`src/rtl/uart_rx_core.sv`:
```
// -----------------------------------------------------------------------------
// uart_rx_core
//
// UART receiver that pairs with the UART_TX serializer. It oversamples the
// serial line by a runtime prescale, finds the start bit, shifts in the data
// bits LSB-first, optionally checks a parity bit and finally checks the stop
// bit. A good frame updates p_data together with a one-cycle data_valid
// pulse. Frames with a bad parity or stop bit are dropped and reported with
// a one-cycle error pulse instead.
//
// Parameters
//   DATA_WIDTH  data bits per frame (default 8)
//   PRESCALE_W  width of the prescale input (default 6)
//
// Ports
//   clk         in   oversampling clock
//   rst         in   asynchronous reset, active low
//   rx_in       in   serial line, idle high, asynchronous to clk
//   prescale    in   oversample ratio (8, 16 or 32)
//   par_en      in   1 = frame carries a parity bit
//   par_typ     in   0 = even parity, 1 = odd parity
//   p_data      out  last correctly received data word
//   data_valid  out  one-cycle pulse, p_data has just been updated
//   par_err     out  one-cycle pulse, parity mismatch, frame dropped
//   stp_err     out  one-cycle pulse, stop bit sampled low, frame dropped
//
// Build option
//   UART_RX_MAJORITY_EN  when defined, every bit (start bit included) is the
//                        2-of-3 majority of the samples at mid-1, mid and
//                        mid+1, which rejects single-clock glitches. When
//                        undefined, a single sample at mid is taken.
//
// Bit timing
//   All timing is relative to the synchronized line rx_s. The cycle in which
//   IDLE first sees rx_s low is edge 0 of the start bit, so the FSM's bit
//   boundaries line up exactly with the bit boundaries on rx_s and the
//   data_valid pulse appears (1 + par_en + DATA_WIDTH + 1) * prescale cycles
//   after the rx_s falling edge.
// -----------------------------------------------------------------------------
module uart_rx_core #(
    parameter int DATA_WIDTH = 8,
    parameter int PRESCALE_W = 6
) (
    input  logic                  clk,
    input  logic                  rst,
    input  logic                  rx_in,
    input  logic [PRESCALE_W-1:0] prescale,
    input  logic                  par_en,
    input  logic                  par_typ,
    output logic [DATA_WIDTH-1:0] p_data,
    output logic                  data_valid,
    output logic                  par_err,
    output logic                  stp_err
);

    localparam int BIT_CNT_W = (DATA_WIDTH > 1) ? $clog2(DATA_WIDTH) : 1;
    localparam logic [BIT_CNT_W-1:0]  BIT_ONE  = BIT_CNT_W'(1);
    localparam logic [BIT_CNT_W-1:0]  LAST_BIT = BIT_CNT_W'(DATA_WIDTH - 1);
    localparam logic [PRESCALE_W-1:0] EDGE_ONE = PRESCALE_W'(1);

    typedef enum logic [2:0] {
        S_IDLE,
        S_START,
        S_DATA,
        S_PARITY,
        S_STOP
    } state_t;

    // 2-of-3 vote used when majority sampling is enabled.
    function automatic logic maj3(input logic a, input logic b, input logic c);
        return (a & b) | (a & c) | (b & c);
    endfunction

    // -------------------------------------------------------------------------
    // Registers
    // -------------------------------------------------------------------------
    logic                  sync1_q;
    logic                  rx_s_q;

    state_t                state_q,      state_d;
    logic [PRESCALE_W-1:0] edge_cnt_q,   edge_cnt_d;
    logic [BIT_CNT_W-1:0]  bit_cnt_q,    bit_cnt_d;
    logic [PRESCALE_W-1:0] pre_q,        pre_d;
    logic                  par_en_q,     par_en_d;
    logic                  par_typ_q,    par_typ_d;
    logic [DATA_WIDTH-1:0] shift_q,      shift_d;
    logic                  par_mis_q,    par_mis_d;
    logic                  stop_bit_q,   stop_bit_d;
    logic [DATA_WIDTH-1:0] p_data_q,     p_data_d;
    logic                  data_valid_q, data_valid_d;
    logic                  par_err_q,    par_err_d;
    logic                  stp_err_q,    stp_err_d;

    // -------------------------------------------------------------------------
    // Per-bit timing helpers
    // -------------------------------------------------------------------------
    logic [PRESCALE_W-1:0] mid;
    logic                  last_edge;
    logic                  sample_hit;
    logic                  sample_bit;

    assign mid       = pre_q >> 1;
    assign last_edge = (edge_cnt_q == (pre_q - EDGE_ONE));

`ifdef UART_RX_MAJORITY_EN
    // maj_q[0] holds the sample at mid-1, maj_q[1] the sample at mid; the
    // third vote is the live line at mid+1, where the decision is made.
    logic [1:0] maj_q, maj_d;

    always_comb begin
        maj_d = maj_q;
        if (edge_cnt_q == (mid - EDGE_ONE)) begin
            maj_d[0] = rx_s_q;
        end
        if (edge_cnt_q == mid) begin
            maj_d[1] = rx_s_q;
        end
    end

    assign sample_hit = (edge_cnt_q == (mid + EDGE_ONE));
    assign sample_bit = maj3(maj_q[0], maj_q[1], rx_s_q);

    always_ff @(posedge clk or negedge rst) begin
        if (!rst) begin
            maj_q <= 2'b11;
        end else begin
            maj_q <= maj_d;
        end
    end
`else
    assign sample_hit = (edge_cnt_q == mid);
    assign sample_bit = rx_s_q;
`endif

    // -------------------------------------------------------------------------
    // Input synchronizer (rx_in is asynchronous to clk); resets to idle-high
    // so a reset never looks like a start bit.
    // -------------------------------------------------------------------------
    always_ff @(posedge clk or negedge rst) begin
        if (!rst) begin
            sync1_q <= 1'b1;
            rx_s_q  <= 1'b1;
        end else begin
            sync1_q <= rx_in;
            rx_s_q  <= sync1_q;
        end
    end

    // -------------------------------------------------------------------------
    // Next-state and output logic
    // -------------------------------------------------------------------------
    always_comb begin
        state_d      = state_q;
        edge_cnt_d   = edge_cnt_q + EDGE_ONE;
        bit_cnt_d    = bit_cnt_q;
        pre_d        = pre_q;
        par_en_d     = par_en_q;
        par_typ_d    = par_typ_q;
        shift_d      = shift_q;
        par_mis_d    = par_mis_q;
        stop_bit_d   = stop_bit_q;
        p_data_d     = p_data_q;
        data_valid_d = 1'b0;
        par_err_d    = 1'b0;
        stp_err_d    = 1'b0;

        case (state_q)
            S_IDLE: begin
                edge_cnt_d = '0;
                if (!rx_s_q) begin
                    // This cycle is edge 0 of the start bit. Frame settings
                    // are frozen here so mid-frame changes have no effect.
                    state_d    = S_START;
                    edge_cnt_d = EDGE_ONE;
                    bit_cnt_d  = '0;
                    pre_d      = prescale;
                    par_en_d   = par_en;
                    par_typ_d  = par_typ;
                    par_mis_d  = 1'b0;
                end
            end

            S_START: begin
                if (sample_hit && sample_bit) begin
                    // Line went back high: treat it as a glitch.
                    state_d    = S_IDLE;
                    edge_cnt_d = '0;
                end else if (last_edge) begin
                    state_d    = S_DATA;
                    edge_cnt_d = '0;
                end
            end

            S_DATA: begin
                if (sample_hit) begin
                    shift_d = {sample_bit, shift_q[DATA_WIDTH-1:1]};
                end
                if (last_edge) begin
                    edge_cnt_d = '0;
                    if (bit_cnt_q == LAST_BIT) begin
                        bit_cnt_d = '0;
                        state_d   = par_en_q ? S_PARITY : S_STOP;
                    end else begin
                        bit_cnt_d = bit_cnt_q + BIT_ONE;
                    end
                end
            end

            S_PARITY: begin
                if (sample_hit) begin
                    // Expected bit is ^data for even, ~^data for odd.
                    par_mis_d = sample_bit ^ (^shift_q) ^ par_typ_q;
                end
                if (last_edge) begin
                    state_d    = S_STOP;
                    edge_cnt_d = '0;
                end
            end

            S_STOP: begin
                if (sample_hit) begin
                    stop_bit_d = sample_bit;
                end
                if (last_edge) begin
                    edge_cnt_d = '0;
                    if (par_mis_q) begin
                        // Parity error wins; a bad stop bit is flagged as well.
                        par_err_d = 1'b1;
                        stp_err_d = ~stop_bit_q;
                    end else if (!stop_bit_q) begin
                        stp_err_d = 1'b1;
                    end else begin
                        p_data_d     = shift_q;
                        data_valid_d = 1'b1;
                    end

                    if (!rx_s_q) begin
                        // Line already low: start the next frame right away.
                        state_d   = S_START;
                        bit_cnt_d = '0;
                        pre_d     = prescale;
                        par_en_d  = par_en;
                        par_typ_d = par_typ;
                        par_mis_d = 1'b0;
                    end else begin
                        state_d = S_IDLE;
                    end
                end
            end

            default: begin
                state_d    = S_IDLE;
                edge_cnt_d = '0;
            end
        endcase
    end

    // -------------------------------------------------------------------------
    // State register
    // -------------------------------------------------------------------------
    always_ff @(posedge clk or negedge rst) begin
        if (!rst) begin
            state_q      <= S_IDLE;
            edge_cnt_q   <= '0;
            bit_cnt_q    <= '0;
            pre_q        <= '0;
            par_en_q     <= 1'b0;
            par_typ_q    <= 1'b0;
            shift_q      <= '0;
            par_mis_q    <= 1'b0;
            stop_bit_q   <= 1'b0;
            p_data_q     <= '0;
            data_valid_q <= 1'b0;
            par_err_q    <= 1'b0;
            stp_err_q    <= 1'b0;
        end else begin
            state_q      <= state_d;
            edge_cnt_q   <= edge_cnt_d;
            bit_cnt_q    <= bit_cnt_d;
            pre_q        <= pre_d;
            par_en_q     <= par_en_d;
            par_typ_q    <= par_typ_d;
            shift_q      <= shift_d;
            par_mis_q    <= par_mis_d;
            stop_bit_q   <= stop_bit_d;
            p_data_q     <= p_data_d;
            data_valid_q <= data_valid_d;
            par_err_q    <= par_err_d;
            stp_err_q    <= stp_err_d;
        end
    end

    assign p_data     = p_data_q;
    assign data_valid = data_valid_q;
    assign par_err    = par_err_q;
    assign stp_err    = stp_err_q;

endmodule
```
`config.mk`:
```
export PLATFORM = sky130hd
export DESIGN_NAME = uart_rx_core
export DESIGN_NICKNAME = d
export VERILOG_FILES = /design/src/rtl/uart_rx_core.sv
export SDC_FILE = /design/constraint.sdc
export NUM_CORES = 1
export LEC_CHECK = 0
export BUFFER_PORTS_ARGS = -buffer_cell sky130_fd_sc_hd__buf_2
export CAP_MARGIN = 20
export CORE_MARGIN = 4
export CORE_UTILIZATION = 47
export CTS_CLUSTER_SIZE = 8
export DETAILED_ROUTE_END_ITERATION = 8
export GPL_ROUTABILITY_DRIVEN = 0
export HOLD_SLACK_MARGIN = 0.1
export PLACE_DENSITY = 0.66
export RECOVER_POWER = 100
export SYNTH_ARGS = -nofsm -noshare
export SYNTH_HDL_FRONTEND = slang
export SYNTH_SLANG_ARGS = --single-unit
```
`constraint.sdc`:
```
create_clock -name clk -period 5.1 [get_ports clk]
set_input_delay 1.275 -clock clk [delete_from_list [all_inputs] [get_ports clk]]
set_output_delay 1.275 -clock clk [all_outputs]
set_load 0.03 [all_outputs]
```
* Word level (Yosys, flattened, before mapping) *
Cells that the tools add are included.

storage, ports and cells
  output and inout port bits = 11
  input bits = 11
  bits in registers = 43

operators by class
  reduce and logical (&&, ||, !) cells = 14
  multiplexer cells = 43
  add/sub/neg operators = 3
  bitwise logic cells = 4
  equal/unequal tests = 14

operators with widths
  kind                 count
  $mux 3               12
  $mux 6               4
  $mux 1               20
  $pmux 6 s3           1
  $pmux 3 s5           1
  $ne 2x2->1 const B   6
  $pmux 6 s2           1
  $pmux 3 s3           1
  $reduce_xor 8->1     1
  $add 6x1->6 const B  1
  $eq 3x2->1 const B   2
  $eq 3x3->1 const B   2
  $eq 6x5->1           1
  $eq 6x6->1           1
  $reduce_and 2->1     3
  $reduce_and 3->1     2
  $reduce_and 6->1     1
  $reduce_bool 3->1    2
  $sub 6x1->6 const B  1
  $pmux 1 s2           2
  $reduce_and 4->1     1
  $add 3x1->3 const B  1
  $eq 3x1->1 const B   1
  $logic_not 3->1      1
  other kinds (7)      9

* Logic depth before layout (Yosys ltp) *
  depth in word-level cells = 5
  gate-level depth with buffers = 8
  mapped depth without buffers = 7

* Least setup slack after synthesis *
No wires, ideal clock.

  path kind = register to register
  start = register pre_q[2]
  end = register p_data_q[0] (netlist: p_data[0])
  setup time = 0.125 ns
  data arrival time = 2.382 ns
  buffers on the path = 2
  stages on the path, launching flop included = 8
  path slack = 2.593 ns
  clock period less this slack = 2.507 ns
  cell sequence = dfrtp_1 buf_6 or4_1 or3_1 a211o_1 buf_6 nor3_4 mux2_2

between the ends
  longest elaborated chain between the ends = 3

RTL lines
  what                        RTL line  RTL
  from (decl)                 83        logic [PRESCALE_W-1:0] pre_q, pre_d;
  from (signal assigned)      280       pre_q <= pre_d;
  $sub 6x1->6                 103       assign last_edge = (edge_cnt_q == (pre_q - EDGE_ONE));
  $eq 6x6->1                  103
  $reduce_and 4->1 (no line)  n/a
  to (signal assigned)        286       p_data_q <= p_data_d;
  to (decl)                   89        logic [DATA_WIDTH-1:0] p_data_q, p_data_d;

No other way between the ends.
A chain may end at the register's enable or synchronous reset.

* Final worst setup path *
  start = register pre_q[0]
  end = register p_data_q[3] (netlist: p_data[3])

Same word-level chain as after synthesis.

==> impl_metrics.py <==
metrics = {
    "clock_network": {
        "ctsLongestPathBuffers": 2,
        "number_of_h_tree_levels": 2,
        "cts.reportedPaths.clkPinSlew_ns": 0.08,
        "clkLatencyLatePin_ns": 0.29,
        "cts_root_buffer": "clkbuf_8",
        "cts-buffers-inserted": 5,
        "number_of_hold_buffers_added_after_cts": 0,
        "cts_resized": 0,
        "clock_tree_from_tritoncts": "built",
        "post_cts_setup_buffer_count": 0,
        "clock_sink_count": 43,
    },
    "worst_setup_path": {
        "worst_r2r_startpoint": "pre_q[0]$_DFFE_PN0P_",
        "critPathCaptureType": "flip-flop",
        "regToRegSetupSlack_ns": 1.88,
        "worst_path_max_delay_cell": "nor3_1",
        "crit_family": "simple AND/OR/NAND/NOR gates",
        "worstSetupStartpoint": "pre_q[0]$_DFFE_PN0P_",
        "timing.critical_path.from_type": "flip-flop",
        "crit_buf_inv": 0,
        "setup_crit_path_kind": "flip-flop to flip-flop",
        "worst-endpoint-required_ns": 5.28,
        "path_cells": "or4_1 -> or3_1 -> a211o_1 -> nor3_1 -> mux2_2",
        "worst_path_largest_cell_delay_ns": 0.97,
        "arrival_ns": 3.40,
        "critical_path.max_fanout": 8,
    },
    "die": {
        "design.die.area_um2": 5730,
        "core_area_um2": 4380,
        "io_pins": 22,
        "die_x_um": 75.7,
        "die_h_um": 75.7,
        "floorplan.initialDensity": 0.491,
        "std_cell_rows": 24,
    },
    "place": {
        "post_detailed_placement_half_perimeter_wirelength_um": 2940,
        "portBuffers": 21,
        "placed_cells_incl_taps": 249,
    },
    "synth": {
        "synth_nets": 195,
        "syn_area_per_cell_um2": 12.0,
        "synth_enable_flop_cells": 0,
        "leading_cell_types_by_total_area_after_synthesis": "dfrtp_1 48%, mux2_2 13%, xor2_1 4.9%",
        "seq_area_frac_synth": 0.501,
        "postSynth.asyncResetShare": 1.00,
        "ys_seq_elements": 43,
        "synth_top_cells_by_count": "41 x dfrtp_1, 25 x mux2_2, 12 x xor2_1",
        "yosys.cell_count.top_type": "dfrtp_1",
        "yosysUniqueCellTypes": 47,
        "synth_flop_cell": "dfrtp_1",
        "synth_cells": 180,
        "yosysWarningCount": 0,
        "synth_area_leader_cell": "dfrtp_1",
        "synth_top_cell_area_share": 0.476,
        "netlist_area_um2": 2150,
    },
    "routing": {
        "drt.antenna.violating_nets": 0,
        "num_vias": 1404,
        "vias_per_cell": 5.46,
        "route.final.wire_length_um": 4000,
        "drt_iter0_markers": 90,
        "average_detailed_routed_wire_length_per_instance_um": 15.5,
        "drt-pass1-iter-count": 4,
        "drc_violation_count_after_routing": 0,
    },
    "run_status": {
        "run_status": "finished with violations",
        "violations": "capacitance limit, slew limit",
    },
    "final_layout": {
        "number_of_fillers_in_the_final_layout": 406,
        "final_layout_size_suffix_gt1_frac": 0.215,
        "insertedDiodeCount": 0,
        "num-nets-final": 219,
        "layout.cells.non_filler": 257,
        "area_delta_synth_final_pct": 10.2,
    },
    "global_route": {
        "grt_overflow_total": 0,
        "grt_antenna_before_repair": 0,
        "grtUsageTotal": 0.157,
        "grt_start_max_net_pins": 44,
        "first_pass_grt_wire_length_um": 6770,
        "first_global_vias": 1475,
    },
    "sta": {
        "unrepaired_setup_endpoints_after_global_routing": "no",
        "clock.fmax_ghz": 0.311,
        "period_needed_ns": 3.22,
        "hold_violations": 0,
        "totalNegativeSetupSlack_ns": 0,
        "clock_skew_ns": 0.00580,
        "post-route-period-util": 0.631,
        "timing.slew.headroom": -0.442,
        "tightestPinTransition_ns": 2.16,
        "maxSlewViolCount": 44,
        "finalSetupViolCount": 0,
    },
    "power_and_ir_drop": {
        "vdd.ir_drop.worst_v": 0.000223,
        "cellPowerDensity_nw_per_um2": 480,
        "power.static_leakage_nw": 1.09,
    },
    "job": {
        "cap_violations": 1,
    },
    "hold_path": {
        "worst_hold_path_type": "flip-flop to flip-flop",
        "hold_start": "sync1_q$_DFF_PN1_",
    },
}
## path summary, 6_finish.rpt
| path | endpoint | cells past startpoint |
|---|---|---|
| setup / recovery | p_data[3]$_DFFE_PN0P_ | 5 |
| hold / removal | rx_s_q$_DFF_PN1_ | 0 |
| setup reg to reg | p_data[3]$_DFFE_PN0P_ | 5 |
| hold reg to reg | rx_s_q$_DFF_PN1_ | 0 |
| max in group asynchronous | pre_q[1]$_DFFE_PN0P_ | 1 |
| min in group asynchronous | edge_cnt_q[4]$_DFF_PN0_ | 1 |
## sequential cells by signal (all words and copies together) (netlist names), 3 cells and up
name	cells
edge_cnt_q	6
p_data	8
bit_cnt_q	3
pre_q	6
shift_q	8
state_q	3
## cell families (layout without fill, tap and decap cells)
family / after synthesis / after routing / share of synthesized area
xor gates and xnor gates: 23 / 23 / 0.0999
muxes: 26 / 26 / 0.135
buffers and inverters: 9 / 34 / 0.0227
and+or+nand+nor: 53 / 53 / 0.135
adders and majority gates: 4 / 4 / 0.0232
DFF: 43 / 43 / 0.501
AOI/OAI and AO/OA: 22 / 22 / 0.0831
## power breakdown
group / leakage, nW / internal (mW) / switching [mW] / total, mW
Combinational: 0.474 / 0.187 / 0.201 / 0.388
Clock: 0.0581 / 0.146 / 0.114 / 0.260
Sequential: 0.562 / 0.405 / 0.0870 / 0.492
## metal layers
metal  routed length [µm]  vias up  track usage
met5                    0        -            0
met4                   15        0       0.0408
met3                  174        2       0.0396
met2                 2020       28        0.254
met1                 1780      684        0.213
li1                     -      690            -
## worst register-to-register path: stages (launching register included)
cell and delay (ns):
dfrtp_1 0.42, or4_1 0.54, or3_1 0.34, a211o_1 0.40
nor3_1 0.97, mux2_2 0.43
## final cells by class
cell class / instances / area [µm²] / share of cell area
flip-flops and latches: 43 / 1080 / 0.455
well taps: 52 / 65.1 / 0.0274
clock buffers: 5 / 68.8 / 0.0290
repair buffers: 21 / 90.1 / 0.0380
inverters: 5 / 18.8 / 0.00791
multi-input cells: 128 / 1010 / 0.425
clock inverters: 3 / 43.8 / 0.0185
## per-stage QoR
stage	utilization	setup WS (ns)	instance area (µm²)	hold slack, ns	power [mW]
after floorplan	-	2.59	2150	0.345	0.819
after global routing	0.541	1.71	2370	0.367	1.22
final	0.541	1.88	2370	0.360	1.14
after detailed placement	0.523	2.39	2290	0.349	0.902
after CTS	0.549	2.38	2410	0.361	1.17
after global placement	0.523	2.46	2290	0.348	0.879
## cells in the final DEF (no fill, tap or decap), types with 3 or more instances in the layout
cell type | netlist | layout
dfrtp_1 | 41 | 41
mux2_2 | 25 | 24
xor2_1 | 12 | 12
clkbuf_1 | 2 | 12
nor2_1 | 11 | 11
nand2_1 | 11 | 11
xnor2_1 | 10 | 10
buf_2 | 0 | 9
nor3_1 | 5 | 6
inv_1 | 5 | 5
clkbuf_8 | 0 | 5
ha_1 | 4 | 4
and2_1 | 3 | 3
nand2b_1 | 3 | 3
o21ai_0 | 3 | 3
or3_1 | 3 | 3
a311o_1 | 3 | 3
(Power assumes the default switching activity.)
